<file path="src/rtl/pool_result_collector.sv">
// -----------------------------------------------------------------------------
// pool_result_collector
//
// Collects pooled maxima from computation_core and streams them toward the
// feature-map writer. Each rising edge of flag_store samples max_number,
// saturates it from 2*bitwidth to bitwidth signed, and pushes it into a small
// FIFO. The FIFO head is presented on a valid/ready stream. Results are also
// counted per output frame, with a pulse when a frame completes and a sticky
// flag when a result had to be dropped because the FIFO was full.
//
// Optional build macro:
//   RESULT_RELU_EN  - negative saturated results are stored as 0.
//
// Parameters:
//   bitwidth   datapath width (input 2*bitwidth, output bitwidth)
//   DEPTH      FIFO entries, power of two, >= 2
//   FRAME_LEN  results per output frame, >= 2
//
// Ports:
//   clk         system clock, rising edge
//   reset       asynchronous active-high reset, clears all state
//   max_number  signed pooled result (2*bitwidth)
//   flag_store  result-available flag, one capture per 0->1 transition
//   out_data    signed saturated result at the FIFO head (0 when empty)
//   out_valid   FIFO non-empty
//   out_ready   downstream accepts out_data when out_valid & out_ready
//   full        FIFO holds DEPTH entries
//   frame_done  one-cycle pulse after the FRAME_LEN-th capture of a frame
//   overflow    sticky, a capture arrived while full with no pop
// -----------------------------------------------------------------------------
module pool_result_collector #(
    parameter int bitwidth  = 17,
    parameter int DEPTH     = 8,
    parameter int FRAME_LEN = 196
) (
    input  logic                         clk,
    input  logic                         reset,
    input  logic signed [2*bitwidth-1:0] max_number,
    input  logic                         flag_store,
    output logic signed [bitwidth-1:0]   out_data,
    output logic                         out_valid,
    input  logic                         out_ready,
    output logic                         full,
    output logic                         frame_done,
    output logic                         overflow
);

    localparam int AW = $clog2(DEPTH);
    localparam int CW = $clog2(DEPTH + 1);
    localparam int FW = $clog2(FRAME_LEN);

    // Representable range of the narrow result, expressed at input width
    localparam logic signed [2*bitwidth-1:0] SAT_HI =
        {{(bitwidth+1){1'b0}}, {(bitwidth-1){1'b1}}};
    localparam logic signed [2*bitwidth-1:0] SAT_LO =
        {{(bitwidth+1){1'b1}}, {(bitwidth-1){1'b0}}};
    localparam logic signed [bitwidth-1:0] OUT_HI = {1'b0, {(bitwidth-1){1'b1}}};
    localparam logic signed [bitwidth-1:0] OUT_LO = {1'b1, {(bitwidth-1){1'b0}}};

    // -------------------------------------------------------------------------
    // State
    // -------------------------------------------------------------------------
    logic                       flag_q;
    logic                       armed;
    logic signed [bitwidth-1:0] mem [DEPTH];
    logic [AW-1:0]              wr_ptr;
    logic [AW-1:0]              rd_ptr;
    logic [CW-1:0]              count;
    logic [FW-1:0]              frame_cnt;

    logic                       capture;
    logic                       pop;
    logic                       wr_en;
    logic                       frame_last;
    logic signed [bitwidth-1:0] sat_val;

    // -------------------------------------------------------------------------
    // Capture edge detect
    //
    // flag_q alone resets to 0, so a flag that is already high when reset
    // releases would look like a fresh rising edge on the first clock.
    // 'armed' holds off capture for that first cycle, letting flag_q pick up
    // the real level before any edge is recognised.
    // -------------------------------------------------------------------------
    assign capture = flag_store & ~flag_q & armed;

    // -------------------------------------------------------------------------
    // Saturation (and optional ReLU) of the captured value
    // -------------------------------------------------------------------------
    always_comb begin
        sat_val = max_number[bitwidth-1:0];
        if (max_number > SAT_HI)
            sat_val = OUT_HI;
        else if (max_number < SAT_LO)
            sat_val = OUT_LO;
`ifdef RESULT_RELU_EN
        if (sat_val[bitwidth-1])
            sat_val = '0;
`endif
    end

    // -------------------------------------------------------------------------
    // FIFO control
    //
    // When full, a simultaneous pop frees the head slot in the same edge; the
    // write lands on wr_ptr (== rd_ptr when full), which becomes the tail once
    // rd_ptr advances, so the new value drains last.
    // -------------------------------------------------------------------------
    assign out_valid  = (count != '0);
    assign full       = (count == CW'(DEPTH));
    assign pop        = out_valid & out_ready;
    assign wr_en      = capture & (~full | pop);
    assign frame_last = (frame_cnt == FW'(FRAME_LEN - 1));

    // Head entry straight from the registered array gives first-word-fall-
    // through; gated to 0 when empty so the idle bus is deterministic.
    assign out_data = out_valid ? mem[rd_ptr] : '0;

    always_ff @(posedge clk or posedge reset) begin
        if (reset) begin
            flag_q <= 1'b0;
            armed  <= 1'b0;
        end else begin
            flag_q <= flag_store;
            armed  <= 1'b1;
        end
    end

    always_ff @(posedge clk or posedge reset) begin
        if (reset) begin
            for (int i = 0; i < DEPTH; i++)
                mem[i] <= '0;
            wr_ptr <= '0;
            rd_ptr <= '0;
            count  <= '0;
        end else begin
            if (wr_en) begin
                mem[wr_ptr] <= sat_val;
                wr_ptr      <= wr_ptr + AW'(1);
            end
            if (pop)
                rd_ptr <= rd_ptr + AW'(1);
            case ({wr_en, pop})
                2'b10:   count <= count + CW'(1);
                2'b01:   count <= count - CW'(1);
                default: count <= count;
            endcase
        end
    end

    // -------------------------------------------------------------------------
    // Overflow: sticky. A dropped capture still counts toward the frame, since
    // the frame is defined by what computation_core produced, not by what fit.
    // -------------------------------------------------------------------------
    always_ff @(posedge clk or posedge reset) begin
        if (reset)
            overflow <= 1'b0;
        else if (capture && full && !pop)
            overflow <= 1'b1;
    end

    // -------------------------------------------------------------------------
    // Frame counter
    // -------------------------------------------------------------------------
    always_ff @(posedge clk or posedge reset) begin
        if (reset) begin
            frame_cnt  <= '0;
            frame_done <= 1'b0;
        end else begin
            frame_done <= capture & frame_last;
            if (capture)
                frame_cnt <= frame_last ? '0 : frame_cnt + FW'(1);
        end
    end

endmodule

</file>
<file path="config.mk">
export PLATFORM = sky130hd
export DESIGN_NAME = pool_result_collector
export DESIGN_NICKNAME = d
export VERILOG_FILES = /design/src/rtl/pool_result_collector.sv
export SDC_FILE = /design/constraint.sdc
export NUM_CORES = 1
export LEC_CHECK = 0
export ABC_AREA = 1
export BUFFER_PORTS_ARGS = -buffer_cell sky130_fd_sc_hd__buf_2
export CAP_MARGIN = 25
export CORE_MARGIN = 3
export CORE_UTILIZATION = 45
export DETAILED_ROUTE_END_ITERATION = 8
export PLACE_DENSITY = 0.64
export SLEW_MARGIN = 10
export SYNTH_ARGS = -nofsm -noshare
export SYNTH_HDL_FRONTEND = slang
export SYNTH_SLANG_ARGS = --single-unit
export TNS_END_PERCENT = 50
</file>
<file path="constraint.sdc">
create_clock -name clk -period 12.92 [get_ports clk]
set_clock_uncertainty 0.2 [all_clocks]
set_input_delay 0.646 -clock clk [delete_from_list [all_inputs] [get_ports clk]]
set_output_delay 0.646 -clock clk [all_outputs]
set_load 0.02 [all_outputs]
</file>
# Yosys cells after proc, flatten, opt, wreduce, memory -nomap -nowiden
# Cells that the tools add are included.
# word_totals
reg_bits	158
elab_cells	57
output_inout_bits	21
inputBits	38
# op_classes
reduce_logical	6
n_bitwise	10
eq_ne	4
n_lt_le_gt_ge	5
n_addsub	5
mux	11
# ops
op	count
bitwise mux 136 bit	1
2-to-1 mux 17 bit	6
binary-select mux 17 bit (select 3 bit)	1
demux 17 bit (select 3 bit)	1
> comparator 34 x 17 -> 1 bit (second input constant)	1
< comparator 34 x 17 -> 1 bit (second input constant)	1
adder 8 x 1 -> 8 bit (second input constant)	1
== test 8 bit (second input constant)	1
greater-or-equal comparator 4 bit (second input constant)	2
2-to-1 mux 8 bit	1
NOT 3 -> 4 bit	2
case mux 4 bit (2 select lines)	1
adder 3 x 1 -> 3 bit (second input constant)	2
bitwise AND 1 bit	5
adder 4 x 1 -> 4 bit (second input constant)	1
== test 4 bit (second input constant)	1
< comparator 4 x 1 -> 1 bit (second input constant)	1
nonzero test 4 bit	1
subtractor 4 x 1 -> 4 bit (second input constant)	1
logical AND 1 bit	3
== test 2 x 1 -> 1 bit (second input constant)	1
== test 2 bit (second input constant)	1
NOT 1 bit	2
nonzero test 2 bit	1
other kinds (2)	2

# Depth between registers and ports, before layout
# Gate-level depths: netlist of the first run.
# depth
depth_word	6
mapped_depth	13
depth_no_buf	12

# Worst setup path after synthesis of the first run
# No wires, ideal clock.
# synth_path
path_type	register -> output
startpoint	register count[2]
endpoint	output out_data[13]
path_slack_ps	10547
arrival_time_ps	1527
path_stages_with_launch	6
cell_sequence	dfrtp_1 inv_1 nand4_1 clkbuf_1 o21ai_0 nor2_1
# synth_between
elab_chain_len	2
# synth_lines
item	line_no	text
from (decl)	68	logic [CW-1:0] count;
from (signal assigned)	144	2'b10: count <= count + CW'(1);
from (signal assigned)	145	2'b01: count <= count - CW'(1);
from (signal assigned)	146	default: count <= count;
nonzero test 4 bit	109	assign out_valid = (count != '0);
via out_valid	41	output logic out_valid,
2-to-1 mux 17 bit	117	assign out_data = out_valid ? mem[rd_ptr] : '0;
to (decl)	40	output logic signed [bitwidth-1:0] out_data,
# The timed path passes the listed nets, and every way through them passes these cells.

# Worst setup path in the final report of the first run
# layout_path
startpoint	register rd_ptr[2]
endpoint	output out_data[1]
# layout_between
elab_chain_len	5
# layout_lines
item	line_no	text
from (decl)	67	logic [AW-1:0] rd_ptr;
from (signal assigned)	142	rd_ptr <= rd_ptr + AW'(1);
NOT 3 -> 4 bit (implied by the code)	117	
binary-select mux 17 bit (select 3 bit)	117	
2-to-1 mux 17 bit (implied by the code) (2 in a row)	117	
2-to-1 mux 17 bit	117	
# Every way passes these cells. The select of a mux whose other input is x is not followed.

==> run summary, run 1 <==
The run finished with clean final reports. The final period utilization was 25.6%. TritonCTS built the clock tree. The later pin in the worst-skew pair is clocked with a latency of 0.43 ns. In this run the worst path has a maximum fanout of 18. Summed over all failing endpoints, the final setup total negative slack is 0 ns. For the initial antenna violation count, the log shows 0. In the synthesized netlist the dominant register cell turns out to be sky130_fd_sc_hd__dfrtp_1.

The tools report the startpoint of the most critical register-to-register path as flag_q. The instance count of the mapped netlist is 1,071. Setup violations remaining at the end of the flow were counted as 0. Of the total power, the clock network draws 22.8%. In this run, post-CTS repair resized a total of 0 instances.

Ranked by total cell area, the synthesized netlist is headed by sky130_fd_sc_hd__dfrtp_1 48%, sky130_fd_sc_hd__nand2_1 14%, sky130_fd_sc_hd__nand3_1 8.4%. For this run, the number of Yosys warnings is 0. The type of destination of the critical path is an output port. The synthesized netlist occupies a cell area of 0.00824 mm^2.

For the proportion of power drawn by flip-flops and latches, the log shows 37.3%. The area growth from synthesis to layout is 10.8%. Origin of the worst min-delay path: flag_store. Proportion of power drawn by combinational gates: 39.9%. The sequential-to-total area share from yosys stat is 48.0%, and the static power due to leakage is 4.85 nW. For the total nets after synthesis, the log shows 1,115. The floorplan has 48 rows. Counting flops with a built-in enable in the synthesized netlist gives 0. From left edge to right edge, the die measures 141 um. Global routing consumed, over all layers together, 23.9% of the routing resources. The classification of the worst-slack hold path was input pin to flip-flop. In the final routed layout, each cell accounts on average for 17.2 um. The die covers 0.0200 mm^2.

Detailed placement finished with a half-perimeter wire length of 13,300 um. The clock passes through at most 2 buffers. The switching power is 0.916 mW, and the max-slew headroom at the worst pin is 37.1%. The global-route wire length before repair was 37,600 um. After the first detailed-routing iteration, the DRC count stood at 657. For this run, design rule violations remaining after detail routing come to 0.

Derived from the worst setup path, the maximum achievable clock frequency is 302 MHz. The worst setup path is launched from a flip-flop. The clock slew seen by the registers of the worst setup and hold paths came out at 0.06 ns. For the number of optimization iterations in the first detailed-route pass, the log shows 5. In the routed layout, each cell is associated on average with a via count of 5.38.

The run gives 6,847 as the number of global-route vias before repair. The switching share of power came out at 41.0%. Setup repair after global routing left no endpoint under its margin. The cell area power density is 245 mW/mm^2, and the wire length after detailed routing is 22,800 um.

The final weighted congestion in routability-driven placement is 0.791. The number of synthesized register bits was 158. The number of antenna diodes in the final layout is 0. The critical path starts at rd_ptr[2]. The worst endpoint required time is 12.07 ns, and the number of buffers created by CTS is 17. The y dimension of the die is 141 um. The count of buffers added on input and output ports is 58.

CTS saw 158 sinks. The time the worst path needs with I/O delays and setup is 3.31 ns, and the number of nets in the layout is 1,140. The share of the synthesized area in the top cell type works out to 48.0%. In this run the remaining antenna-violating nets after routing total 0.

The cell chosen for the clock root was sky130_fd_sc_hd__clkbuf_16. The largest total area in the synthesized netlist belongs to sky130_fd_sc_hd__dfrtp_1. The transition time of the tightest slew-check pin is 0.941 ns. The fraction of layout cells with a size suffix above 1 was 11.7%; the residual overflow from global routing was 0. Of all flip-flops after synthesis, the portion carrying an async set or reset was 100%. Detailed routing inserted a total of 7,161 vias. The tools report the arrival time of data at the critical path endpoint as 2.46 ns. Across the VDD grid, the largest voltage drop is 117 uV.

Final hold analysis gives a worst-case slack of 0.141 ns. For this design, the CTS-stage hold fixing added 0 buffers. In this run the mean area of a mapped cell was 7.69 um^2. The starting utilization of the core area is 46.8%.

For this design the top-level I/O count stands at 59. Across the run, the number of max-cap violations was 0. The count of endpoints failing hold in the final timing report is 0, and the number of max-slew violations in the final report is 0. Entering global routing, the biggest net connects 83 pins. The number of different library cells used by synthesis comes to 33. For the internal power, the log shows 1.32 mW. In this run the post-CTS setup repair buffer count came out at 0.

By startpoint and endpoint, the worst setup path is classified as flip-flop to output port. The core region is 0.0176 mm^2. The H-tree depth was 4.
cells in the mapped netlist (2+ instances only):
cell                       number
sky130_fd_sc_hd__buf_1          2
sky130_fd_sc_hd__buf_2         24
sky130_fd_sc_hd__buf_6         14
sky130_fd_sc_hd__clkbuf_1      18
sky130_fd_sc_hd__dfrtp_1      158
sky130_fd_sc_hd__ha_1           6
sky130_fd_sc_hd__inv_1         46
sky130_fd_sc_hd__inv_2          3
sky130_fd_sc_hd__inv_6          7
sky130_fd_sc_hd__nand2_1      304
sky130_fd_sc_hd__nand2_2       10
sky130_fd_sc_hd__nand2_4        2
sky130_fd_sc_hd__nand3_1      138
sky130_fd_sc_hd__nand4_1        5
sky130_fd_sc_hd__nor2_1       161
sky130_fd_sc_hd__nor2_4         2
sky130_fd_sc_hd__nor2_8         7
sky130_fd_sc_hd__nor3_1         5
sky130_fd_sc_hd__o21ai_0      114
sky130_fd_sc_hd__o21ai_1       22
sky130_fd_sc_hd__xnor2_1        2
sky130_fd_sc_hd__xor2_1        10
power groups by stage:
stage	clock, mW	combinational (mW)	sequential [mW]
2_1_floorplan	0	0.666	0.796
3_3_place_gp	0	0.867	0.836
3_5_place_dp	0	0.882	0.837
4_1_cts	0.514	0.888	0.832
5_1_grt	0.537	1.02	0.861
6_report	0.509	0.892	0.834
flip-flops by register name, summed over array words and instances, names as in the netlist:
register and count:
armed 1, count 4, flag_q 1, frame_cnt 8, frame_done 1, mem 136, overflow 1, rd_ptr 3
wr_ptr 3
routing by layer:
layer / share of wire [%] / global-route usage [%] / up-vias / routed length (um)
met5: 0 / 0 / - / 0
met4: 2.7 / 8.72 / 0 / 622
met3: 5.2 / 4.04 / 46 / 1190
met2: 45 / 35.4 / 206 / 10300
met1: 47 / 35.3 / 3433 / 10800
li1: - / - / 3476 / -
stage by stage:
step | util (%) | total power [mW] | cell area, um^2 | setup WS [ns] | std cells
final | 51.9 | 2.24 | 9130 | 9.61 | 1331
after global routing | 51.9 | 2.41 | 9130 | 9.45 | 1331
after CTS | 51.7 | 2.23 | 9090 | 9.61 | 1329
after detailed placement | 48.4 | 1.72 | 8510 | 9.70 | 1300
after global placement | 48.2 | 1.70 | 8490 | 9.77 | 1299
after floorplan | - | 1.46 | 8240 | 7.81 | 1071
cell type report:
class	instances	area, um^2
fill	1738	8460
sequential	158	3960
multi-input combinational	797	3670
clock buffer	22	474
timing repair buffer	66	387
tap	225	282
inverter	56	250
clock inverter	7	113
critical path, stage by stage (launching register included):
cell,delay [ns]
sky130_fd_sc_hd__dfrtp_1,0.86
sky130_fd_sc_hd__inv_1,0.59
sky130_fd_sc_hd__o21ai_0,0.34
sky130_fd_sc_hd__nor2_1,0.07
sky130_fd_sc_hd__buf_2,0.16
layout by cell type (no fill, tap or decap), drive strengths merged, types with 3 or more instances in the layout:
cell type,netlist,layout
buf,42,66
bufinv,0,3
clkbuf,18,22
clkinv,0,3
dfrtp,158,158
ha,6,6
inv,56,56
nand2,316,316
nand3,139,139
nand4,5,5
nor2,170,170
nor3,5,5
o21ai,136,136
xor2,10,10
kinds of logic (layout without fill, tap and decap cells):
group                      count (synthesis)  count (layout)  synth area share (%)
buffers and inverters                    116             151                  7.59
other                                      1               1                0.0455
xor gates and xnor gates                  12              12                  1.28
AOI/OAI and AO/OA                        138             138                  8.41
DFF                                      158             158                  48.0
and+or+nand+nor                          640             640                  33.8
adders and majority gates                  6               6                 0.911
final timing paths:
kind	to	slack (ns)	cells past startpoint
setup / recovery	out_data[1]	9.61	4
hold / removal	flag_q	0.14	1
setup reg to reg	count[2]	10.15	8
hold reg to reg	mem[107]	0.27	2
max in group asynchronous	mem[4]	11.20	4
min in group asynchronous	frame_done	0.16	2
(Power assumes the default switching activity.)
==> run 2, diff against run 1 <==
Settings changed: ABC_AREA 1 to 0, PLACE_DENSITY 0.64 to 0.67.
Clock period 12.92 ns to 2.75 ns, I/O delays scaled along.
==> run 2 against run 1 <==
Compared with the run above: first-iteration DRC count fell by 3.3%; largest power group is now registers; sequential share of layout area shrank 1.0 points; highest routed layer unchanged; combinational power rose to 4.1 times the previous value; synthesized cell count decreased by 36%.
==> run summary, run 2 <==
The clock slew seen by the registers of the worst setup and hold paths is 0.07 ns (was 0.06 ns), and the number of flip-flops under the largest register name is 136 (unchanged). The logs give 0 (unchanged) for the number of setup violations in the final report and 36.1% (was 39.9%) for the proportion of power drawn by combinational gates. Biggest registers after layout: mem x136, frame_cnt x8, count x4 (unchanged).

The final core area utilization is 53.9% (was 51.9%), and the area added between synthesis and finish is 17.1% (was 10.8%). The count of endpoints failing hold in the final timing report came out at 0 (unchanged). The diode insertion count for antenna repair was 0 (unchanged); the number of synthesized register bits was 158 (unchanged). The final weighted congestion in routability-driven placement was 0.757 (was 0.791); the total die area was 0.0194 mm^2 (was 0.0200 mm^2). The transition time of the tightest slew-check pin works out to 0.758 ns (was 0.941 ns). Type of destination of the critical path: a flip-flop (was an output port). Subtracting the final worst setup slack from the clock period gives 2.63 ns. The count of flip-flops with a built-in enable after synthesis was 0 (unchanged); the worst-skew pair later-pin latency was 0.42 ns (was 0.43 ns).

The number of DRC markers in iteration 0 was 635 (was 657); the warning count from the yosys run was 0 (unchanged). The logs give 46.0% (was 46.8%) for the starting utilization of the core area and 59 (unchanged) for the number of ports placed on the die boundary. Number of optimization iterations in the first detailed-route pass: 5 (unchanged).

The tools report the worst hold margin as 0.0197 ns (was 0.141 ns). The flow ran to the end, and the final reports show no timing, DRC or antenna violations. The run gives 0.0174 mm^2 (was 0.0176 mm^2) as the placeable core area. The register name with the most flops was mem (unchanged). The worst path uses 95.5% of the clock period. The origin of the worst setup path was count[0] (was rd_ptr[2]). Instance count of the mapped netlist: 685 (was 1,071). The total DRC errors in the routed layout was 0 (unchanged); the highest attainable clock frequency was 381 MHz. The standard-cell row count was 48 (unchanged).

Cell types with the highest counts after synthesis: 158 x sky130_fd_sc_hd__dfrtp_1, 145 x sky130_fd_sc_hd__nand2_1, 128 x sky130_fd_sc_hd__o41ai_1 (was 304 x sky130_fd_sc_hd__nand2_1, 161 x sky130_fd_sc_hd__nor2_1, 158 x sky130_fd_sc_hd__dfrtp_1). The run gives 10.0 mW (was 2.24 mW) as the post-layout total power. The type of the worst setup path is flip-flop to flip-flop (was flip-flop to output port). The run gives 0 (unchanged) as the initial antenna violation count. The logs give 49.5% (was 48.0%) for the sequential-to-total area share from yosys stat and 34,100 um (was 37,600 um) for the global-route wire length before repair. The switching share of power works out to 34.5% (was 41.0%). The fraction of synthesis flops using an asynchronous set or reset pin was 100% (unchanged). The classification of the worst-slack hold path is input pin to flip-flop (unchanged).

Number of distinct library cell variants in the gate-level netlist after synthesis: 39 (was 33). The share of the synthesized area in the top cell type is 49.5% (was 48.0%), and the H-tree depth is 4 (unchanged). The residual overflow from global routing was 0 (unchanged). The fraction of layout cells with a size suffix above 1 was 25.3% (was 11.7%).

Most frequent cells in the layout: 156 x sky130_fd_sc_hd__dfrtp_1, 145 x sky130_fd_sc_hd__nand2_1, 128 x sky130_fd_sc_hd__o41ai_1 (was 304 x sky130_fd_sc_hd__nand2_1, 161 x sky130_fd_sc_hd__nor2_1, 156 x sky130_fd_sc_hd__dfrtp_1). TritonCTS built the clock tree. The tools report the max-cap violation count as 0 (unchanged).

The total nets after synthesis is 729 (was 1,115). The cell with the most instances after synthesis is sky130_fd_sc_hd__dfrtp_1 (was sky130_fd_sc_hd__nand2_1). The cell area power density was 1070 mW/mm^2 (was 245 mW/mm^2).

The pin count of the biggest net entering global routing was 129 (was 83). The count of buffers from port buffering works out to 58 (unchanged). The logs give 0 (unchanged) for the number of nets with antenna violations after routing and 2.89 ns (was 12.07 ns) for the worst endpoint required time.

The leading register cell type out of synthesis was sky130_fd_sc_hd__dfrtp_1 (unchanged). The cell chosen for the clock root is sky130_fd_sc_hd__clkbuf_16 (unchanged). The number of clock sinks came out at 158 (unchanged). The run gives 0 (unchanged) as the number of max-slew violations in the final report.

Setup repair after global routing left no endpoint under its margin. The number of global-route vias before repair is 6,585 (was 6,847), and the global-route usage over all layers is 21.8% (was 23.9%). The mean number of vias per cell came out at 6.36 (was 5.38).

Most area-consuming cells after synthesis: sky130_fd_sc_hd__dfrtp_1 49%, sky130_fd_sc_hd__o41ai_1 14%, sky130_fd_sc_hd__mux4_2 9.6% (was sky130_fd_sc_hd__dfrtp_1 48%, sky130_fd_sc_hd__nand2_1 14%, sky130_fd_sc_hd__nand3_1 8.4%). The switching power was 3.47 mW (was 0.916 mW). Startpoint of the most critical register-to-register path: count[0] (was flag_q). The logs give 0 (unchanged) for the post-CTS setup repair buffer count and 2 (unchanged) for the maximum clock insertion buffer count.

The arrival time of data at the critical path endpoint was 2.76 ns (was 2.46 ns); the synthesized area was 0.00799 mm^2 (was 0.00824 mm^2). The worst ir drop on vdd was 733 uV (was 117 uV); the internal power was 6.57 mW (was 1.32 mW). The commonest non-fill, non-tap cell in the layout was sky130_fd_sc_hd__dfrtp_1 (was sky130_fd_sc_hd__nand2_1). The die span in x is 139 um (was 141 um). The origin of the worst min-delay path was max_number[2] (was flag_store). The logs give 17 (unchanged) for the number of buffers created by CTS and 38.6% (was 37.3%) for the proportion of power drawn by flip-flops and latches. The share of power burned in the clock network was 25.3% (was 22.8%); the largest driver fanout on the critical path was 6 (was 18). The HPWL after detailed placement was 12,300 um (was 13,300 um); the number of nets in the layout was 795 (was 1,140).

The startpoint type of the worst setup path was a flip-flop (unchanged). The total number of vias came out at 6,286 (was 7,161). The y dimension of the die was 139 um (was 141 um).

The largest area contributor in the synthesized netlist was sky130_fd_sc_hd__dfrtp_1 (unchanged). The wire length after detailed routing was 20,500 um (was 22,800 um); the max-slew headroom at the worst pin was 49.4% (was 37.1%). The mean cell area of the mapped netlist works out to 11.7 um^2 (was 7.69 um^2). The run gives 4.12 nW (was 4.85 nW) as the static power due to leakage. Average wire length per cell after detail routing: 20.7 um (was 17.2 um).
[run 2: stage by stage]
step	TNS (ns)	setup slack, ns	instance area (um^2)	std cells
2_1_floorplan	-0.0577	-0.0577	7990	685
3_3_place_gp	0	0.243	8660	952
3_5_place_dp	0	0.141	8660	952
4_1_cts	0	0.0566	9350	989
5_1_grt	0	0.00556	9350	989
6_report	0	0.123	9350	989
[run 2: cells by family after synthesis]
logic type / after synthesis / share of synthesized area (%)
fa+ha+maj: 6 / 0.940
simple gates: 231 / 12.5
flops: 158 / 49.5
compound gates: 153 / 18.0
buf+inv: 67 / 5.23
xor+xnor: 15 / 1.64
mux: 54 / 12.1
other cells: 1 / 0.0469
[run 2: power groups by stage]
stage / registers [mW] / clock network (mW) / logic, mW
4_1_cts: 3.87 / 2.59 / 3.66
2_1_floorplan: 3.66 / 0 / 2.88
3_5_place_dp: 3.91 / 0 / 3.64
5_1_grt: 3.98 / 2.69 / 3.98
3_3_place_gp: 3.82 / 0 / 3.50
6_report: 3.88 / 2.54 / 3.62
[run 2: critical path: stages (launching register included)]
cell                      delay [ns]
sky130_fd_sc_hd__dfrtp_1        0.46
sky130_fd_sc_hd__or4b_4         0.58
sky130_fd_sc_hd__o21ai_2        0.18
sky130_fd_sc_hd__ha_2           0.27
sky130_fd_sc_hd__xor2_1         0.20
sky130_fd_sc_hd__ha_1           0.18
sky130_fd_sc_hd__a21oi_1        0.05
sky130_fd_sc_hd__xor2_1         0.15
sky130_fd_sc_hd__nor2_1         0.12
sky130_fd_sc_hd__xor2_1         0.16
[run 2: metal layers]
metal,part of all wire [%],routed length (um),vias up,GRT usage [%]
li1,-,-,2787,-
met1,42,8660,3237,29.5
met2,50,10200,228,35.2
met3,6.3,1290,34,4.64
met4,1.7,346,0,7.42
met5,0,0,-,0
[run 2: final cells by class]
| cell class | instances | area (um^2) |
|---|---|---|
| fillers | 1443 | 8010 |
| multi-input cells | 460 | 3640 |
| clock inverters | 12 | 180 |
| repair buffers | 107 | 808 |
| clock buffers | 20 | 457 |
| flip-flops and latches | 158 | 3960 |
| well taps | 225 | 282 |
| inverters | 7 | 30.0 |
[run 2: worst paths after layout]
check / to / cells past startpoint / slack (ns)
worst max-delay path: count[2] / 9 / 0.12
worst min-delay path: mem[87] / 3 / 0.02
worst max register to register: count[2] / 9 / 0.12
worst min register to register: mem[22] / 2 / 0.27
max in group asynchronous: mem[8] / 4 / 1.37
min in group asynchronous: wr_ptr[2] / 3 / 0.21
[run 2: repair_timing]
action,in CTS,in global routing
endpoints found under the setup margin,0,1
hold buffers,5,0
resized for setup,0,2
hold endpoints to repair,36,0
==> run 3, diff against run 2 <==
--- a/config.mk
+++ b/config.mk
@@ -11,5 +11,6 @@
 export CORE_MARGIN = 3
-export CORE_UTILIZATION = 45
+export CORE_UTILIZATION = 50
+export CTS_CLUSTER_SIZE = 14
 export DETAILED_ROUTE_END_ITERATION = 8
-export PLACE_DENSITY = 0.67
+export PLACE_DENSITY = 0.73
 export SLEW_MARGIN = 10
==> constraint.sdc (replaced) <==
create_clock -name clk -period 2.75 [get_ports clk]
set_clock_uncertainty 0.2 [all_clocks]
set_input_delay 0.275 -clock clk [delete_from_list [all_inputs] [get_ports clk]]
set_output_delay 0.275 -clock clk [all_outputs]
set_load 0.02 [all_outputs]
==> run 3 against run 2 <==
Compared with the run above: combinational power increased by 2%; highest routed layer unchanged; clock-buffer cell count decreased by 1; fmax about the same; die area decreased by 9.6%; clock power decreased by 12%; largest cell class unchanged; sequential cell count unchanged; core utilization increased by 6.4 points; routed wire length increased by 1.4%; critical path type is now flip-flop to output port.
==> run summary, run 3 (synthesis gave the netlist of run 2 again) <==
The mean number of vias per cell came out at 6.45 (was 6.36). Max-cap violation count: 0 (unchanged). The count of buffers from port buffering was 58 (unchanged). The commonest non-fill, non-tap cell in the layout is sky130_fd_sc_hd__dfrtp_1 (unchanged). The run gives 0.0154 mm^2 (was 0.0174 mm^2) as the placeable core area.

Finished layout cell area: 0.00929 mm^2 (was 0.00935 mm^2). Type of the worst setup path: flip-flop to output port (was flip-flop to flip-flop). The tools report the number of ports placed on the die boundary as 59 (unchanged). The worst-skew pair later-pin latency came out at 0.43 ns (was 0.42 ns). Wire length after detailed routing: 20,800 um (was 20,500 um). Setup repair after global routing left no endpoint under its margin.

The switching power is 3.55 mW (was 3.47 mW), and the residual overflow from global routing is 0 (unchanged). The fraction of layout cells with a size suffix above 1 came out at 25.9% (was 25.3%). The run gives 0 (unchanged) as the number of max-slew violations in the final report.

The number of nets in the layout is 796 (was 795), and the total DRC errors in the routed layout is 0 (unchanged). The tools report the max-slew headroom at the worst pin as 57.9% (was 49.4%). The H-tree depth came out at 4 (unchanged). The total number of vias was 6,298 (was 6,286); the switching share of power was 35.7% (was 34.5%).

The classification of the worst-slack hold path was input pin to flip-flop (unchanged). The final weighted congestion in routability-driven placement is 0.818 (was 0.757), and the arrival time of data at the critical path endpoint is 2.15 ns (was 2.76 ns). The share of power burned in the clock network was 22.6% (was 25.3%); the worst ir drop on vdd was 538 uV (was 733 uV). The worst endpoint required time was 2.28 ns (was 2.89 ns); the clock slew seen by the registers of the worst setup and hold paths was 0.06 ns (was 0.07 ns). The cell area power density was 1070 mW/mm^2 (about the same). TritonCTS built the clock tree.

The logs give 129 (unchanged) for the pin count of the biggest net entering global routing and 0 (unchanged) for the count of endpoints failing hold in the final timing report. The highest attainable clock frequency is 381 MHz (about the same), and the final period utilization is 95.5% (about the same). The run gives 0 (unchanged) as the number of nets with antenna violations after routing. The transition time of the tightest slew-check pin came out at 0.629 ns (was 0.758 ns). The run finished with clean final reports.

The startpoint type of the worst setup path was a flip-flop (unchanged). The standard-cell row count came out at 45 (was 48). The maximum clock insertion buffer count is 2 (unchanged), and the starting utilization of the core area is 51.8% (was 46.0%).

The run gives 33,900 um (was 34,100 um) as the global-route wire length before repair. For the proportion of power drawn by combinational gates, the log shows 37.2% (was 36.1%). The run gives 5 (unchanged) as the number of optimization iterations in the first detailed-route pass.

For the static power due to leakage, the log shows 4.09 nW (was 4.12 nW). The register name with the most flops was mem (unchanged). The tools report the diode insertion count for antenna repair as 0 (unchanged).

The die span in x came out at 132 um (was 139 um). The internal power came out at 6.37 mW (was 6.57 mW). The initial antenna violation count came out at 0 (unchanged).

The tools report the number of DRC markers in iteration 0 as 649 (was 635). The run gives 0.124 ns (was 0.0197 ns) as the worst hold margin. The run gives 12,400 um (was 12,300 um) as the HPWL after detailed placement. Type of destination of the critical path: an output port (was a flip-flop). The tools report the number of setup violations in the final report as 0 (unchanged). The tools report the post-layout total power as 9.92 mW (was 10.0 mW). The run gives 24.3% (was 21.8%) as the global-route usage over all layers. Biggest registers after layout: mem x136, frame_cnt x8, count x4 (unchanged). Most frequent cells in the layout: 155 x sky130_fd_sc_hd__dfrtp_1, 145 x sky130_fd_sc_hd__nand2_1, 128 x sky130_fd_sc_hd__o41ai_1 (was 156 x sky130_fd_sc_hd__dfrtp_1, 145 x sky130_fd_sc_hd__nand2_1, 128 x sky130_fd_sc_hd__o41ai_1). The number of flip-flops under the largest register name was 136 (unchanged); the total die area was 0.0175 mm^2 (was 0.0194 mm^2). The final core area utilization was 60.2% (was 53.9%); the area added between synthesis and finish was 16.3% (was 17.1%).

The largest driver fanout on the critical path came out at 10 (was 6). For the proportion of power drawn by flip-flops and latches, the log shows 40.1% (was 38.6%). For the cell total after placement, the log shows 936 (was 952). The tools report the final cell count without fillers as 976 (was 989).

The cell chosen for the clock root is sky130_fd_sc_hd__clkbuf_16 (unchanged). Number of clock sinks: 158 (unchanged). The y dimension of the die was 132 um (was 139 um); the placed standard-cell area was 0.00865 mm^2 (was 0.00866 mm^2). The number of buffers created by CTS was 17 (unchanged); the average wire length per cell after detail routing was 21.3 um (was 20.7 um).

The time the worst path needs with I/O delays and setup is 2.63 ns (about the same). The number of global-route vias before repair is 6,560 (was 6,585).
run 3: power groups by stage:
stage,registers (mW),logic [mW],clock network [mW]
finish,3.98,3.69,2.24
global route,4.10,4.04,2.38
CTS,3.97,3.65,2.27
detailed placement,3.99,3.61,0
global placement,3.90,3.44,0
floorplan,3.66,2.88,0
run 3: through the flow:
step	setup WS [ns]	TNS, ns
after floorplan	-0.0577	-0.0577
after global placement	0.260	0
after global routing	0.00569	0
final	0.125	0
after CTS	0.00663	0
after detailed placement	0.0838	0
run 3: final cells by class:
cell class	count	area [um^2]
fill	1238	6130
sequential	158	3960
multi-input combinational	460	3650
timing repair buffer	108	833
clock buffer	19	443
tap	211	264
clock inverter	13	115
inverter	7	30.0
run 3: worst paths after layout:
check	start	to	slack, ns	cells after the start
hold / removal	max_number[7]	mem[92]	0.12	3
hold reg to reg	mem[21]	mem[21]	0.27	2
min in group asynchronous	reset	mem[66]	0.27	3
setup / recovery	rd_ptr[0]	out_data[9]	0.12	5
setup reg to reg	count[0]	count[2]	0.16	10
max in group asynchronous	reset	mem[25]	1.23	4
run 3: repair_timing:
action / CTS / global route
buffers inserted: 0 / 6
hold endpoints to repair: 23 / 0
gates resized for setup: 0 / 5
hold buffers: 2 / 0
endpoints found under the setup margin: 0 / 10
run 3: routing by layer:
metal / up-vias / wire length, um / part of all wire [%] / global-route usage [%]
met5: - / 0 / 0 / 0
met2: 272 / 10400 / 50 / 39.6
met1: 3182 / 8370 / 40 / 31.0
li1: 2793 / - / - / -
met3: 51 / 1350 / 6.5 / 5.80
met4: 0 / 619 / 3.0 / 11.0
run 3: critical path, cell delays in order (launching register included):
cell and delay [ns]:
sky130_fd_sc_hd__dfrtp_4 0.55, sky130_fd_sc_hd__buf_4 0.24, sky130_fd_sc_hd__mux4_2 0.52, sky130_fd_sc_hd__mux2i_1 0.16, sky130_fd_sc_hd__nor2_1 0.07, sky130_fd_sc_hd__buf_2 0.17
